**src/rtl/apa102_rx_chain_if.sv**
```systemverilog
`default_nettype none
// apa102_rx_chain_if: serial pins and frame outputs of the APA102 chain receiver.
// Rev 1.0
interface apa102_rx_chain_if #(
  parameter int NUM_LEDS        = 7,
  parameter int KEEP_BRIGHTNESS = 0
);
  localparam int BPL    = (KEEP_BRIGHTNESS != 0) ? 29 : 24;
  localparam int DATA_W = NUM_LEDS * BPL;

  logic              sck;
  logic              sda;
  logic [DATA_W-1:0] data_out;
  logic              frame_valid;
  logic              frame_error;
  logic              busy;
  logic [7:0]        frame_count;

  modport master (
    output sck, sda,
    input  data_out, frame_valid, frame_error, busy, frame_count
  );

  modport slave (
    input  sck, sda,
    output data_out, frame_valid, frame_error, busy, frame_count
  );
endinterface
`default_nettype wire

```
**src/rtl/apa102_rx_chain.sv**
```systemverilog
`default_nettype none
// apa102_rx_chain: oversampled APA102 receiver committing NUM_LEDS pixels atomically.
// Rev 1.0
module apa102_rx_chain #(
  parameter int NUM_LEDS        = 7,
  parameter int KEEP_BRIGHTNESS = 0,
  parameter int SYNC_STAGES     = 2,
  parameter int TIMEOUT_CYCLES  = 4096
) (
  input  logic                    clk,
  input  logic                    rst_n,
  apa102_rx_chain_if.slave        bus
);
  localparam int BPL    = (KEEP_BRIGHTNESS != 0) ? 29 : 24;
  localparam int DATA_W = NUM_LEDS * BPL;
  localparam int IDLE_W = (TIMEOUT_CYCLES > 0) ? $clog2(TIMEOUT_CYCLES + 1) : 1;
  localparam logic [IDLE_W-1:0] IDLE_MAX       = IDLE_W'(TIMEOUT_CYCLES);
  localparam logic [5:0]        LAST_LED       = 6'(NUM_LEDS - 1);
  localparam logic [4:0]        FIRST_DATA_BIT = (KEEP_BRIGHTNESS != 0) ? 5'd3 : 5'd8;

  typedef enum logic [0:0] {
    HUNT = 1'b0,
    LED  = 1'b1
  } state_t;

  state_t                 state;
  logic [SYNC_STAGES-1:0] sck_sync;
  logic [SYNC_STAGES-1:0] sda_sync;
  logic                   prev_sck;
  logic [5:0]             zero_cnt;
  logic [4:0]             bit_idx;
  logic [5:0]             led_idx;
  logic [IDLE_W-1:0]      idle_cnt;
  logic [DATA_W-1:0]      shadow;
  logic [DATA_W-1:0]      data_q;
  logic                   valid_q;
  logic                   error_q;
  logic [7:0]             count_q;

  logic sck_s;
  logic sda_s;
  logic sck_rise;
  logic timeout;

  assign sck_s    = sck_sync[SYNC_STAGES-1];
  assign sda_s    = sda_sync[SYNC_STAGES-1];
  assign sck_rise = sck_s & ~prev_sck;
  // An sck rise always wins over the idle threshold on the same cycle.
  assign timeout  = (TIMEOUT_CYCLES != 0) && !sck_rise && (idle_cnt == IDLE_MAX);

  always_ff @(posedge clk) begin
    if (!rst_n) begin
      sck_sync <= '1;
      sda_sync <= '0;
      prev_sck <= 1'b1;
      state    <= HUNT;
      zero_cnt <= '0;
      bit_idx  <= '0;
      led_idx  <= '0;
      idle_cnt <= '0;
      shadow   <= '0;
      data_q   <= '0;
      valid_q  <= 1'b0;
      error_q  <= 1'b0;
      count_q  <= '0;
    end else begin
      sck_sync <= {sck_sync[SYNC_STAGES-2:0], bus.sck};
      sda_sync <= {sda_sync[SYNC_STAGES-2:0], bus.sda};
      prev_sck <= sck_s;
      valid_q  <= 1'b0;
      error_q  <= 1'b0;

      if (sck_rise)
        idle_cnt <= '0;
      else if (idle_cnt != IDLE_MAX)
        idle_cnt <= idle_cnt + 1'b1;

      if (sck_rise) begin
        case (state)
          HUNT: begin
            if (!sda_s) begin
              if (zero_cnt != 6'd32) zero_cnt <= zero_cnt + 6'd1;
            end else if (zero_cnt == 6'd32) begin
              state    <= LED;
              bit_idx  <= 5'd1;
              led_idx  <= '0;
              zero_cnt <= '0;
            end else begin
              zero_cnt <= '0;
            end
          end
          LED: begin
            if (bit_idx <= 5'd2 && !sda_s) begin
              error_q  <= 1'b1;
              state    <= HUNT;
              zero_cnt <= '0;
              bit_idx  <= '0;
              led_idx  <= '0;
            end else begin
              if (bit_idx >= FIRST_DATA_BIT)
                shadow <= {shadow[DATA_W-2:0], sda_s};
              if (bit_idx == 5'd31) begin
                bit_idx <= '0;
                if (led_idx == LAST_LED) begin
                  data_q   <= {shadow[DATA_W-2:0], sda_s};
                  valid_q  <= 1'b1;
                  count_q  <= count_q + 8'd1;
                  state    <= HUNT;
                  zero_cnt <= '0;
                  led_idx  <= '0;
                end else begin
                  led_idx <= led_idx + 6'd1;
                end
              end else begin
                bit_idx <= bit_idx + 5'd1;
              end
            end
          end
          default: state <= HUNT;
        endcase
      end else if (timeout) begin
        // Abort a partial frame loudly; a partial start run is dropped silently.
        if (state == LED) begin
          error_q <= 1'b1;
          state   <= HUNT;
          bit_idx <= '0;
          led_idx <= '0;
        end
        zero_cnt <= '0;
      end
    end
  end

  assign bus.data_out    = data_q;
  assign bus.frame_valid = valid_q;
  assign bus.frame_error = error_q;
  assign bus.busy        = (state == LED);
  assign bus.frame_count = count_q;

endmodule
`default_nettype wire

```
**src/flat_wrapper.sv**
```systemverilog
// flat-port wrapper written by rule: the top's interface ports become plain ports
module apa102_rx_chain_flat 
#(
  parameter int NUM_LEDS        = 7,
  parameter int KEEP_BRIGHTNESS = 0,
  parameter int SYNC_STAGES     = 2,
  parameter int TIMEOUT_CYCLES  = 4096
)
  (clk, rst_n, bus_sck, bus_sda, bus_data_out, bus_frame_valid, bus_frame_error, bus_busy, bus_frame_count);
  apa102_rx_chain_if #(.NUM_LEDS(NUM_LEDS), .KEEP_BRIGHTNESS(KEEP_BRIGHTNESS)) bus_i ();
  input  logic clk;
  input  logic rst_n;
  input wire logic [$bits(bus_i.sck)-1:0] bus_sck;
  input wire logic [$bits(bus_i.sda)-1:0] bus_sda;
  output wire logic [$bits(bus_i.data_out)-1:0] bus_data_out;
  output wire logic [$bits(bus_i.frame_valid)-1:0] bus_frame_valid;
  output wire logic [$bits(bus_i.frame_error)-1:0] bus_frame_error;
  output wire logic [$bits(bus_i.busy)-1:0] bus_busy;
  output wire logic [$bits(bus_i.frame_count)-1:0] bus_frame_count;
  assign bus_i.sck = bus_sck;
  assign bus_i.sda = bus_sda;
  assign bus_data_out = bus_i.data_out;
  assign bus_frame_valid = bus_i.frame_valid;
  assign bus_frame_error = bus_i.frame_error;
  assign bus_busy = bus_i.busy;
  assign bus_frame_count = bus_i.frame_count;
  apa102_rx_chain #(.NUM_LEDS(NUM_LEDS), .KEEP_BRIGHTNESS(KEEP_BRIGHTNESS), .SYNC_STAGES(SYNC_STAGES), .TIMEOUT_CYCLES(TIMEOUT_CYCLES)) u_core (.clk(clk), .rst_n(rst_n), .bus(bus_i));
endmodule
```
**config.mk**
```make
export PLATFORM = sky130hd
export DESIGN_NAME = apa102_rx_chain_flat
export DESIGN_NICKNAME = d
export VERILOG_FILES = /design/src/rtl/apa102_rx_chain_if.sv /design/src/rtl/apa102_rx_chain.sv /design/src/flat_wrapper.sv
export SDC_FILE = /design/constraint.sdc
export NUM_CORES = 1
export LEC_CHECK = 0
export BUFFER_PORTS_ARGS = -buffer_cell sky130_fd_sc_hd__buf_2
export CAP_MARGIN = 0
export CORE_MARGIN = 4
export CORE_UTILIZATION = 45
export CTS_BUF_LIST = sky130_fd_sc_hd__clkbuf_16
export DETAILED_ROUTE_END_ITERATION = 12
export SLEW_MARGIN = 20
export SYNTH_ARGS = -nofsm -noshare
export SYNTH_HDL_FRONTEND = slang
export SYNTH_SLANG_ARGS = --single-unit
export TNS_END_PERCENT = 50
```
**constraint.sdc**
```tcl
create_clock -name clk -period 2.46 [get_ports clk]
set_clock_uncertainty 0.05 [all_clocks]
set_input_delay 0.738 -clock clk [delete_from_list [all_inputs] [get_ports clk]]
set_output_delay 0.738 -clock clk [all_outputs]
set_load 0.02 [all_outputs]
```
==> reports/metrics.yaml <==
synthesis:
  ys_seq_area_frac: 0.5262
  synth_enable_flop_cells: 0
  synth-seq-cells: 381
  synth_area_mm2: 0.01450
  synth_top_area_share: 0.5262
  synthCells: 1706
  ys.flop_type: "dfxtp_1"
  yosysWarnings: 0
  post_synth.cell_area_avg_um2: 8.497
  yosys-top-cells-area: "dfxtp_1, nand2_1, a21boi_0"
  ys_types: 51
  synth_area_leader_cell: "dfxtp_1"
  syn-num-nets: 1720
  async_flop_share: 0
flow_run:
  drv_cap: 0
grt:
  grt_use_total: 0.1730
  grt_pass1_vias: 10690
  grt-ovfl-total: 0
  grt_pass1_wl_um: 52990
  antenna_found_initial: 0
  grt_max_degree: 104
min_path:
  holdCritPathClass: "flip-flop to flip-flop"
  hold_start: "u_core.sck_sync[0]"
final_layout:
  layout-drive-gt1-share: 0.1464
  final_cell_area_mm2: 0.01698
  fillers: 3036
  area_growth_pct: 17.12
  nets: 1849
  antennaDiodeCount: 0
clocking:
  post_cts_resized: 0
  cts_tree: "built"
  clk_path_buf_depth: 3
  clkTransAtPathRegs_ns: 0.06
  postCtsHoldBufs: 0
  cts_made_buffers: 42
  post_cts_buffers: 0
  clockRootBuffer: "clkbuf_16"
  numClockSinks: 381
  clk_latency_ns: 0.52
  cts.htree.levels: 2
placed_design:
  placed_area_mm2: 0.01573
  gp_congestion: 0.7577
  dp_hpwl_um: 19440
  pre_cts_ws_ns: 0.2796
  placement.io_buffers: 182
route:
  wire_per_inst_um: 13.85
  ant_nets: 0
  dr.first_iter.drc_count: 650
  routed_wirelength_um: 31400
  viasPerCell: 4.981
  drc: 0
  dr.pass1.iters: 6
  vias: 11291
power:
  leakagePower_nw: 6.384
  powerDensity_mw_per_mm2: 710.2
  ir_drop_mv: 0.3730
sta:
  setup_tns_ns: 0
  tightest_slew_ns: 0.5542
  setup_violations: 0
  report.final.slew_viol_count: 0
  layout_setup_ws_ns: 0.2696
  period_needed_ns: 2.190
  hold_viol: 0
  slew_headroom: 0.6305
  rsz0062_at_grt: "false"
  finalCritPeriodShare: 0.8904
  timing.fmax_mhz: 456.5
die:
  die_y_um: 187.5
  rows: 65
  io_pins: 183
  dieArea_mm2: 0.03515
  coreArea_mm2: 0.03164
  initial_utilization: 0.4582
  die_x_um: 187.5
critical_path:
  reg2reg_from: "u_core.bit_idx[0]"
  crit_start: "u_core.bit_idx[0]"
  startpoint_type: "flip-flop"
  arrival_ns: 2.58
  cp_max_fo: 36
  cp-end-kind: "flip-flop"
  timing_worst_setup_path_type: "flip-flop to flip-flop"
  critPathRequiredTime_ns: 2.85
run_status:
  outcome: "completed"
power breakdown:
group / switching [mW] / total, mW / leakage (nW) / internal, mW
Clock: 2.38 / 5.68 / 0.656 / 3.29
Sequential: 0.00865 / 6.19 / 3.07 / 6.18
Combinational: 0.0982 / 0.194 / 2.66 / 0.0960
Total: 2.49 / 12.1 / 6.38 / 9.57
layer usage:
| layer | vias to the layer above | wire (um) | track usage |
|---|---|---|---|
| met2 | 176 | 13910 | 0.2806 |
| met3 | 42 | 1407 | 0.03546 |
| met4 | 0 | 530 | 0.04178 |
| li1 | 5808 | - | - |
| met5 | - | 0 | 0 |
| met1 | 5265 | 15550 | 0.2387 |
cell type report:
| cell class | instances | area, um^2 | area share |
|---|---|---|---|
| clock buffers | 42 | 1051 | 0.06191 |
| clock inverters | 32 | 196.4 | 0.01157 |
| inverters | 7 | 26.28 | 0.001548 |
| multi-input cells | 1198 | 6344 | 0.3736 |
| flip-flops and latches | 381 | 7627 | 0.4493 |
| well taps | 402 | 503.0 | 0.02963 |
| repair buffers | 205 | 1230 | 0.07244 |
flip-flops by register name, summed over array words and instances, names as in the netlist:
signal                  flops
u_core.idle_cnt            13
u_core.shadow             167
u_core.bus.busy             1
u_core.bus.data_out       168
u_core.sda_sync             2
u_core.prev_sck             1
u_core.bus.frame_error      1
u_core.led_idx              6
u_core.bus.frame_valid      1
u_core.bus.frame_count      8
u_core.bit_idx              5
u_core.zero_cnt             6
u_core.sck_sync             2
stage by stage:
step           power [mW]  utilization  std cells  hold slack (ns)
2_1_floorplan       6.476            -       1706           0.3363
3_3_place_gp        6.518       0.4972       2193           0.3472
3_5_place_dp        6.520       0.4972       2193           0.3478
4_1_cts             12.24       0.5366       2267           0.3655
5_1_grt             12.53       0.5366       2267           0.3657
6_report            12.06       0.5366       2267           0.3631
final timing paths:
kind | end | slack [ns] | depth (start not counted)
worst min register to register | u_core.sck_sync[1] | 0.36 | 1
worst max-delay path | u_core.bus.data_out[50] | 0.27 | 8
worst min-delay path | u_core.sck_sync[1] | 0.36 | 1
worst max register to register | u_core.bus.data_out[50] | 0.27 | 8
layout by cell type, fill, tap and decap left out, types with 2 or more instances in the layout:
master,instances
nor3_1,7
nor2_4,2
buf_4,12
buf_2,181
or3_1,2
o21ai_0,8
xnor2_1,6
inv_1,19
and4_1,2
nand3b_1,4
o211ai_1,4
and2_1,7
nand3_1,13
and3_1,15
xor2_1,12
nand4_1,2
a21oi_1,8
a21boi_0,179
buf_12,11
nand4b_1,2
a21boi_1,162
clkbuf_16,42
bufinv_16,2
a31oi_1,2
o22ai_1,3
nor2_1,20
a22oi_1,2
nor4b_2,3
clkinv_1,10
nand2b_1,8
ha_1,10
nand2_1,693
dfxtp_1,381
nor2b_1,2
clkinv_2,6
cell usage after synthesis, types with 4 or more instances:
| library cell | n |
|---|---|
| nand2_1 | 694 |
| dfxtp_1 | 381 |
| a21boi_0 | 179 |
| a21boi_1 | 162 |
| clkbuf_1 | 62 |
| buf_2 | 47 |
| nor2_1 | 21 |
| and3_1 | 15 |
| nand3_1 | 13 |
| xor2_1 | 12 |
| ha_1 | 10 |
| buf_1 | 9 |
| a21oi_1 | 8 |
| nand2b_1 | 8 |
| o21ai_0 | 8 |
| and2_1 | 7 |
| inv_1 | 7 |
| nor3_1 | 7 |
| xnor2_1 | 6 |
| nand3b_1 | 4 |
| o211ai_1 | 4 |
cells by family (layout without fill, tap and decap cells):
group	Yosys count	after routing	share of synthesized area
flops	381	381	0.5262
mux	1	1	0.0006905
fa+ha+maj	10	10	0.008631
simple gates	793	793	0.2234
xor+xnor	18	18	0.01088
compound gates	376	376	0.1928
buf+inv	127	286	0.03746
worst max-delay path: stages, from the launching register on:
cell      delay (ns)
dfxtp_1         0.33
ha_1            0.22
and3_1          0.19
ha_1            0.25
and3_1          0.26
nand2_4         0.14
buf_4           0.38
nand2_1         0.10
a21boi_1        0.18
No activity file was read; power rests on OpenSTA's default activity.
